File: src/rtl/div_pkg.sv
// Shared definitions for the sequential restoring divider.
package div_pkg;

  // Sequencer states: IDLE waits for start, RUN iterates, DONE flags completion.
  typedef enum logic [1:0] {
    IDLE = 2'd0,
    RUN  = 2'd1,
    DONE = 2'd2
  } div_state_e;

  // Default operand width of the ALU divider.
  localparam int DIV_WIDTH = 4;

  // Iteration counter width for the default operand width.
  localparam int CNT_W = $clog2(DIV_WIDTH);

  // Quotient reported on divide-by-zero (all ones).
  localparam logic [DIV_WIDTH-1:0] DBZ_QUOTIENT = '1;

  // Iteration counter width for an arbitrary operand width (at least one bit).
  function automatic int cnt_width(input int w);
    return (w < 2) ? 1 : $clog2(w);
  endfunction

endpackage

File: src/rtl/div_sub_step.sv
// One trial subtraction of the restoring divider: shifted - {0, divisor}.
// Built as a ripple of full adders on the inverted divisor with carry-in 1;
// a missing carry-out means the subtraction borrowed.
module div_sub_step
  import div_pkg::*;
#(
  parameter int WIDTH = DIV_WIDTH
) (
  input  logic [WIDTH:0]   shifted,
  input  logic [WIDTH-1:0] divisor,
  output logic [WIDTH:0]   diff,
  output logic             borrow
);

  logic [WIDTH:0]   divisor_n;
  logic [WIDTH+1:0] carry;

  assign divisor_n = ~{1'b0, divisor};
  assign carry[0]  = 1'b1;

  for (genvar i = 0; i <= WIDTH; i++) begin : g_fa
    one_bit_full_adder u_fa (
      .a    (shifted[i]),
      .b    (divisor_n[i]),
      .cin  (carry[i]),
      .sum  (diff[i]),
      .cout (carry[i+1])
    );
  end

  assign borrow = ~carry[WIDTH+1];

endmodule

File: src/rtl/one_bit_full_adder.sv
// Single full-adder cell, shared with the ripple-carry add/subtract datapath.
module one_bit_full_adder (
  input  logic a,
  input  logic b,
  input  logic cin,
  output logic sum,
  output logic cout
);

  assign sum  = a ^ b ^ cin;
  assign cout = (a & b) | (a & cin) | (b & cin);

endmodule

File: src/rtl/four_bit_seq_divider.sv
// Sequential restoring divider: one quotient bit per clock, start/done handshake.
module four_bit_seq_divider
  import div_pkg::*;
#(
  parameter int WIDTH = DIV_WIDTH
) (
  input  logic             clk,
  input  logic             rst,
  input  logic             start,
  input  logic [WIDTH-1:0] dividend,
  input  logic [WIDTH-1:0] divisor,
  output logic             busy,
  output logic             done,
  output logic [WIDTH-1:0] quotient,
  output logic [WIDTH-1:0] remainder,
  output logic             div_by_zero
);

  localparam int CW = cnt_width(WIDTH);
  localparam logic [CW-1:0]    LAST_CNT = CW'(WIDTH - 1);
  localparam logic [WIDTH-1:0] ALL_ONES = '1;

  div_state_e       state_q, state_d;
  logic [WIDTH-1:0] rem_reg, q_reg, div_reg;
  logic [CW-1:0]    cnt;

  logic             accept;
  logic             last_iter;
  logic [WIDTH:0]   shifted;
  logic [WIDTH:0]   trial;
  logic             borrow;
  logic [WIDTH-1:0] next_rem, next_q;
  logic             unused_trial_msb;

  // A new operation may start whenever the sequencer is not iterating.
  assign accept    = start && (state_q != RUN);
  assign last_iter = (cnt == LAST_CNT);

  assign shifted = {rem_reg, q_reg[WIDTH-1]};

  div_sub_step #(.WIDTH(WIDTH)) u_step (
    .shifted (shifted),
    .divisor (div_reg),
    .diff    (trial),
    .borrow  (borrow)
  );

  // Restore the partial remainder when the trial subtraction borrowed.
  assign next_rem = borrow ? shifted[WIDTH-1:0] : trial[WIDTH-1:0];
  assign next_q   = {q_reg[WIDTH-2:0], ~borrow};
  // The trial MSB is always zero when no borrow occurs, so it is not needed.
  assign unused_trial_msb = trial[WIDTH];

  assign busy = (state_q == RUN);
  assign done = (state_q == DONE);

  // State register.
  always_ff @(posedge clk) begin
    if (rst) state_q <= IDLE;
    else     state_q <= state_d;
  end

  // Next-state logic: zero divisor short-circuits straight to DONE.
  always_comb begin
    state_d = state_q;
    unique case (state_q)
      IDLE, DONE: begin
        if (start) state_d = (divisor == '0) ? DONE : RUN;
        else       state_d = IDLE;
      end
      RUN:     state_d = last_iter ? DONE : RUN;
      default: state_d = IDLE;
    endcase
  end

  // Datapath: latch operands on accept, iterate in RUN, publish on completion.
  always_ff @(posedge clk) begin
    if (rst) begin
      rem_reg     <= '0;
      q_reg       <= '0;
      div_reg     <= '0;
      cnt         <= '0;
      quotient    <= '0;
      remainder   <= '0;
      div_by_zero <= 1'b0;
    end else if (accept) begin
      if (divisor == '0) begin
        quotient    <= ALL_ONES;
        remainder   <= dividend;
        div_by_zero <= 1'b1;
      end else begin
        rem_reg <= '0;
        q_reg   <= dividend;
        div_reg <= divisor;
        cnt     <= '0;
      end
    end else if (state_q == RUN) begin
      rem_reg <= next_rem;
      q_reg   <= next_q;
      cnt     <= cnt + 1'b1;
      if (last_iter) begin
        quotient    <= next_q;
        remainder   <= next_rem;
        div_by_zero <= 1'b0;
      end
    end
  end

endmodule
File: config.mk
export PLATFORM = sky130hd
export DESIGN_NAME = four_bit_seq_divider
export DESIGN_NICKNAME = d
export VERILOG_FILES = /design/src/rtl/div_pkg.sv /design/src/rtl/div_sub_step.sv /design/src/rtl/one_bit_full_adder.sv /design/src/rtl/four_bit_seq_divider.sv
export SDC_FILE = /design/constraint.sdc
export NUM_CORES = 1
export LEC_CHECK = 0
export ABC_AREA = 1
export ABC_CLOCK_PERIOD_IN_PS = 4100
export BUFFER_PORTS_ARGS = -buffer_cell sky130_fd_sc_hd__buf_2
export CELL_PAD_IN_SITES_DETAIL_PLACEMENT = 1
export CELL_PAD_IN_SITES_GLOBAL_PLACEMENT = 1
export CORE_MARGIN = 3
export CORE_UTILIZATION = 42
export CTS_CLUSTER_DIAMETER = 150
export DETAILED_ROUTE_END_ITERATION = 7
export GPL_TIMING_DRIVEN = 1
export PLACE_DENSITY_LB_ADDON = 0.25
export SETUP_SLACK_MARGIN = 0.1
export SYNTH_ARGS = -nofsm -noshare
export SYNTH_HDL_FRONTEND = slang
export SYNTH_SLANG_ARGS = --single-unit
File: constraint.sdc
create_clock -name clk -period 4.1 [get_ports clk]
set_input_delay 0.41 -clock clk [delete_from_list [all_inputs] [get_ports clk]]
set_output_delay 0.41 -clock clk [all_outputs]
set_load 0.05 [all_outputs]
# After elaboration in Yosys (flattened, before gate mapping)
# Index checks and enable logic that the tools add are counted.
# word_totals
reg_bits	25
latch_bits	0
mem_bits_rw	0
romBits	0
in_bits	11
out_inout_bits	11
wordCells	83
n_memories	0
# op_classes
addsub	1
n_mul	0
div_mod_pow	0
n_lt_le_gt_ge	0
n_eq_ne	6
shifts	0
n_mux	26
n_bitwise	33
reduce_logical	9
# op_table
operator	n
4-bit 2-to-1 mux	15
1-bit AND	13
2-bit 2-to-1 mux	6
1-bit OR	10
1-bit bitwise XOR	7
4-bit inverter with 5-bit output	1
2-bit == test (second input constant)	2
4-bit logical NOT	1
1-bit 2-to-1 mux	4
2-bit by 1-bit inequality test with 1-bit output (second input constant)	2
2-bit one-hot mux with 2 select lines	1
2-bit AND reduction	2
2-bit nonzero test	2
3-bit AND reduction	1
2-bit by 1-bit adder with 2-bit output (second input constant)	1
2-bit by 1-bit == test with 1-bit output (second input constant)	1
2-bit logical NOT	1
2-bit inequality test (second input constant)	1
1-bit inverter	2
2-bit OR reduction	1
1-bit logical AND	1

# Depth between registers and ports, before layout
# depth
ltp_word	20
mapped_depth	15
ltp_nobuf	15

# Hierarchy
# From an unflattened synthesis, not the netlist that was laid out.
# hier_totals
cells_unflattened	184
area_unflattened_um2	1311.3
# modules_own_cells
module	instances	cells_per_inst	area_each_um2	seq_area_each_um2
four_bit_seq_divider	1	173	1188.6	500.5
one_bit_full_adder	5	1	20.0	0.0
div_sub_step	1	6	22.5	0.0

# Least setup slack after synthesis
# Ideal clock, no wire load.
# synth_timing
path_type	register to register
start	register q_reg[3]
end	register remainder[0]
setup_time_ns	0.113
arrival_time_ns	2.001
required_time_ns	3.987
slack_ns	1.987
stages_incl_launch_ff	15
n_path_buf	0
period_less_slack_ns	2.113
path_cell_list	dfxtp_1 inv_1 ha_1 inv_1 fa_1 inv_1 fa_1 inv_1 fa_1 nor2_1 nand2_1 nand3_1 nand2_1 nor2_1 nor2_1
# synth_between
elab_chain_cells	19
word_cells_on_any_way	25
cone_classes	mux: 4; bitwise: 21
# synth_rtl
element	line_no	text
start, declared	four_bit_seq_divider.sv:24	logic [WIDTH-1:0] rem_reg, q_reg, div_reg;
start signal, assigned	four_bit_seq_divider.sv:93	q_reg <= dividend;
start signal, assigned	four_bit_seq_divider.sv:99	q_reg <= next_q;
1-bit AND	one_bit_full_adder.sv:11	assign cout = (a & b) | (a & cin) | (b & cin);
1-bit OR (2 in series)	one_bit_full_adder.sv:11	
1-bit AND	one_bit_full_adder.sv:11	
1-bit OR (2 in series)	one_bit_full_adder.sv:11	
1-bit AND	one_bit_full_adder.sv:11	
1-bit OR (2 in series)	one_bit_full_adder.sv:11	
1-bit AND	one_bit_full_adder.sv:11	
1-bit OR (2 in series)	one_bit_full_adder.sv:11	
1-bit AND	one_bit_full_adder.sv:11	
1-bit OR (2 in series)	one_bit_full_adder.sv:11	
4-bit 2-to-1 mux (*)	four_bit_seq_divider.sv:49	assign next_rem = borrow ? shifted[WIDTH-1:0] : trial[WIDTH-1:0];
4-bit 2-to-1 mux (*)	four_bit_seq_divider.sv:101	if (last_iter) begin
4-bit 2-to-1 mux (*)	four_bit_seq_divider.sv:97	end else if (state_q == RUN) begin
4-bit 2-to-1 mux (*)	four_bit_seq_divider.sv:86	end else if (accept) begin
end signal, assigned	four_bit_seq_divider.sv:89	remainder <= dividend;
end signal, assigned	four_bit_seq_divider.sv:103	remainder <= next_rem;
end, declared	four_bit_seq_divider.sv:15	output logic [WIDTH-1:0] remainder,
# Every way passes the cells marked *; elsewhere a longest branch is shown, timed or not. The select of a mux whose other input is x is not followed.
# A chain may end at the register's enable or synchronous reset.

# Worst setup path after layout
# layout_timing
start	register q_reg[3]
end	register remainder[1]
# layout_between
elab_chain_cells	19
word_cells_on_any_way	24
cone_classes	mux: 4; bitwise: 20
# layout_rtl
element	line_no
1-bit AND	one_bit_full_adder.sv:11
1-bit OR (*) (2 in series)	one_bit_full_adder.sv:11
1-bit AND	one_bit_full_adder.sv:11
1-bit OR (2 in series)	one_bit_full_adder.sv:11
1-bit AND	one_bit_full_adder.sv:11
1-bit OR (2 in series)	one_bit_full_adder.sv:11
1-bit AND	one_bit_full_adder.sv:11
1-bit OR (2 in series)	one_bit_full_adder.sv:11
1-bit AND	one_bit_full_adder.sv:11
1-bit OR (2 in series)	one_bit_full_adder.sv:11
4-bit 2-to-1 mux (*)	four_bit_seq_divider.sv:49
4-bit 2-to-1 mux (*)	four_bit_seq_divider.sv:101
4-bit 2-to-1 mux (*)	four_bit_seq_divider.sv:97
4-bit 2-to-1 mux (*)	four_bit_seq_divider.sv:86
# Marks and branches as above.

==> impl_metrics.ini <==
[run_status]
run_status = finished clean

[critical_path]
path_class = flop to flop
crit_slowest_cell = fa_1
slowest_delay_ns = 0.38
cp_top_family = adder cells
cp_common_cell = inv_1
startpoint = q_reg[3]$_SDFFE_PP0P_
r2r-start = q_reg[3]$_SDFFE_PP0P_
crit_buf_inv = 4
cp_cell_sequence = inv_1 > ha_1 > inv_1 > fa_1 > inv_1 > fa_1 > inv_1 > fa_1 > nor2_1 > nand2_1 > nand3_1 > nand2_1 > nor2_1 > nor2_1
crit_fanout = 4
critPathCaptureType = flop
worst-endpoint-required_ns = 4.35
worst_ep_arrival_time_ns = 2.65
start_kind = flop

[place]
gp_congestion = 0.795
hpwlAfterDp_mm = 2.49
port-buffer-count = 21

[routing]
num_vias = 1241
avgViaCountPerCell = 4.87
wire_per_inst_um = 12.8
drc = 0
drtAntennaViolNets = 0
drtIter0Drc = 34
drtPass1Iterations = 5
wirelength_mm = 3.26

[timing]
final.setup_skew_ns = 0.0113
setup_tns_ns = 0
final-setup-viol-count = 0
slew_headroom_pct = 63.7
hold_viol_final = 0
maxSlewViolCount = 0
fmax_mhz = 417
worst_slew_pin_slew_ns = 0.544
fin_crit_sh_pct = 58.5
period_minus_slack_ns = 2.40
rsz0062_at_grt = false

[die]
num_io_pins = 22
initial_core_util_pct = 46.0
row_count = 19
dieArea_um2 = 3890
core-area_um2 = 2900
die_h_um = 62.4
die_x_um = 62.4

[grt]
antenna_found_initial = 0
grt_overflow = 0
grt_pass1_vias = 1306
grt_usage_pct = 18.7
grt_max_degree = 18
grt_pass1_wl_mm = 5.93

[flow_run]
drv_cap = 0

[synth]
netlist_instances = 193
yosysUniqueCellTypes = 18
syn_area_per_cell_um2 = 6.91
syn_area_um2 = 1330
synth-seq-cells = 25
seq_area_frac_synth_pct = 37.5
yosys_warnings = 0
syn_nets = 209

[clock_tree]
cts_tree = done
cts_hold_buf = 0
cts_buffer_depth = 2
cts_sinks = 25
insertion_delay_ns = 0.33
cts_setup_buffers = 0
cts_buffers = 3
cts_root_buffer = clkbuf_4
path_clk_slew_ns = 0.15
htreeDepth = 1
cts_resized = 0

[pwr]
vdd_ir_drop_max_uv = 200
p_leak_uw = 0.000794
powerDensity_nw_per_um2 = 377

[finish]
fillers = 418
final_util_pct = 51.3
syn2layout_area_growth_pct = 11.5
post_route_cells_drive_above_1_share_pct = 18.3
antennaDiodeCount = 0
fin_nets = 230

[min_path]
hold_class = input port to flop
min_from = divisor[3]
## power breakdown
| part | switching (µW) | internal, µW |
|---|---|---|
| logic | 116 | 53.9 |
| clock network | 79.3 | 36.6 |
| registers | 12.6 | 262 |
## path summary, 6_finish.rpt
kind         slack [ns]  cells after the start                   endpoint
min                0.33                      3    div_reg[3]$_SDFFE_PP0P_
max reg2reg        1.70                     14  remainder[1]$_SDFFE_PP0P_
max                1.70                     14  remainder[1]$_SDFFE_PP0P_
min reg2reg        0.46                      2   quotient[0]$_SDFFE_PP0P_
## placed cells by master, fill, tap and decap left out
cell      count
nand2_1      52
or2_1         1
nand2_4       1
clkbuf_4      3
a21oi_2       1
nand2_2       2
a21oi_1      13
nor2_1       28
nand3_1      14
clkinv_2      1
nor2_8        2
fa_1          3
inv_2         3
buf_2        21
o21ai_0       5
ha_1          2
dfxtp_1      25
nand3_2       5
inv_1        31
## layer usage
metal / share of wire [%] / up-vias / global-route usage, % / routed length (µm)
met5: 0 / - / 0 / 0
met3: 3.0 / 2 / 2.70 / 99
met4: 0.61 / 0 / 5.23 / 20
li1: - / 622 / - / -
met2: 51 / 19 / 32.4 / 1660
met1: 45 / 598 / 24.1 / 1470
## cells in the mapped netlist (all sizes together)
master,count,area (µm²)
a21oi,14,73.8
buf,5,31.3
dfxtp,25,500
fa,3,60.1
ha,2,25.0
inv,34,128
nand2,55,219
nand3,19,120
nor2,30,145
o21ai,5,25.0
or2,1,6.26
## worst register-to-register path, cell delays in order, from the launching register on
cell	delay (ns)
dfxtp_1	0.33
inv_1	0.11
ha_1	0.16
inv_1	0.05
fa_1	0.35
inv_1	0.07
fa_1	0.16
inv_1	0.05
fa_1	0.38
nor2_1	0.22
nand2_1	0.08
nand3_1	0.14
nand2_1	0.07
nor2_1	0.09
nor2_1	0.05
## through the flow
| stage | power [µW] | std cells | setup slack (ns) | hold WS [ns] | instance area [µm²] |
|---|---|---|---|---|---|
| global placement | 443 | 251 | 1.82 | 0.435 | 1460 |
| floorplan | 410 | 193 | 1.99 | 0.432 | 1330 |
| detailed placement | 452 | 251 | 1.73 | 0.445 | 1460 |
| CTS | 569 | 255 | 1.67 | 0.320 | 1490 |
| finish | 561 | 255 | 1.70 | 0.331 | 1490 |
| global route | 607 | 255 | 1.47 | 0.322 | 1490 |
## cell type report
class                      instances  area, µm²  area share, %
multi-input combinational        129        674           45.3
sequential                        25        500           33.6
inverter                          34        128           8.58
timing repair buffer              21        105           7.06
tap                               42       52.6           3.53
clock buffer                       3       22.5           1.51
clock inverter                     1       5.00          0.336
## cell families after synthesis
kind of cell,synth area share [%]
buffers and inverters,11.9
AOI/OAI and AO/OA,7.41
adders and majority gates,6.38
DFF,37.5
and+or+nand+nor,36.8
(Power assumes the default switching activity.)
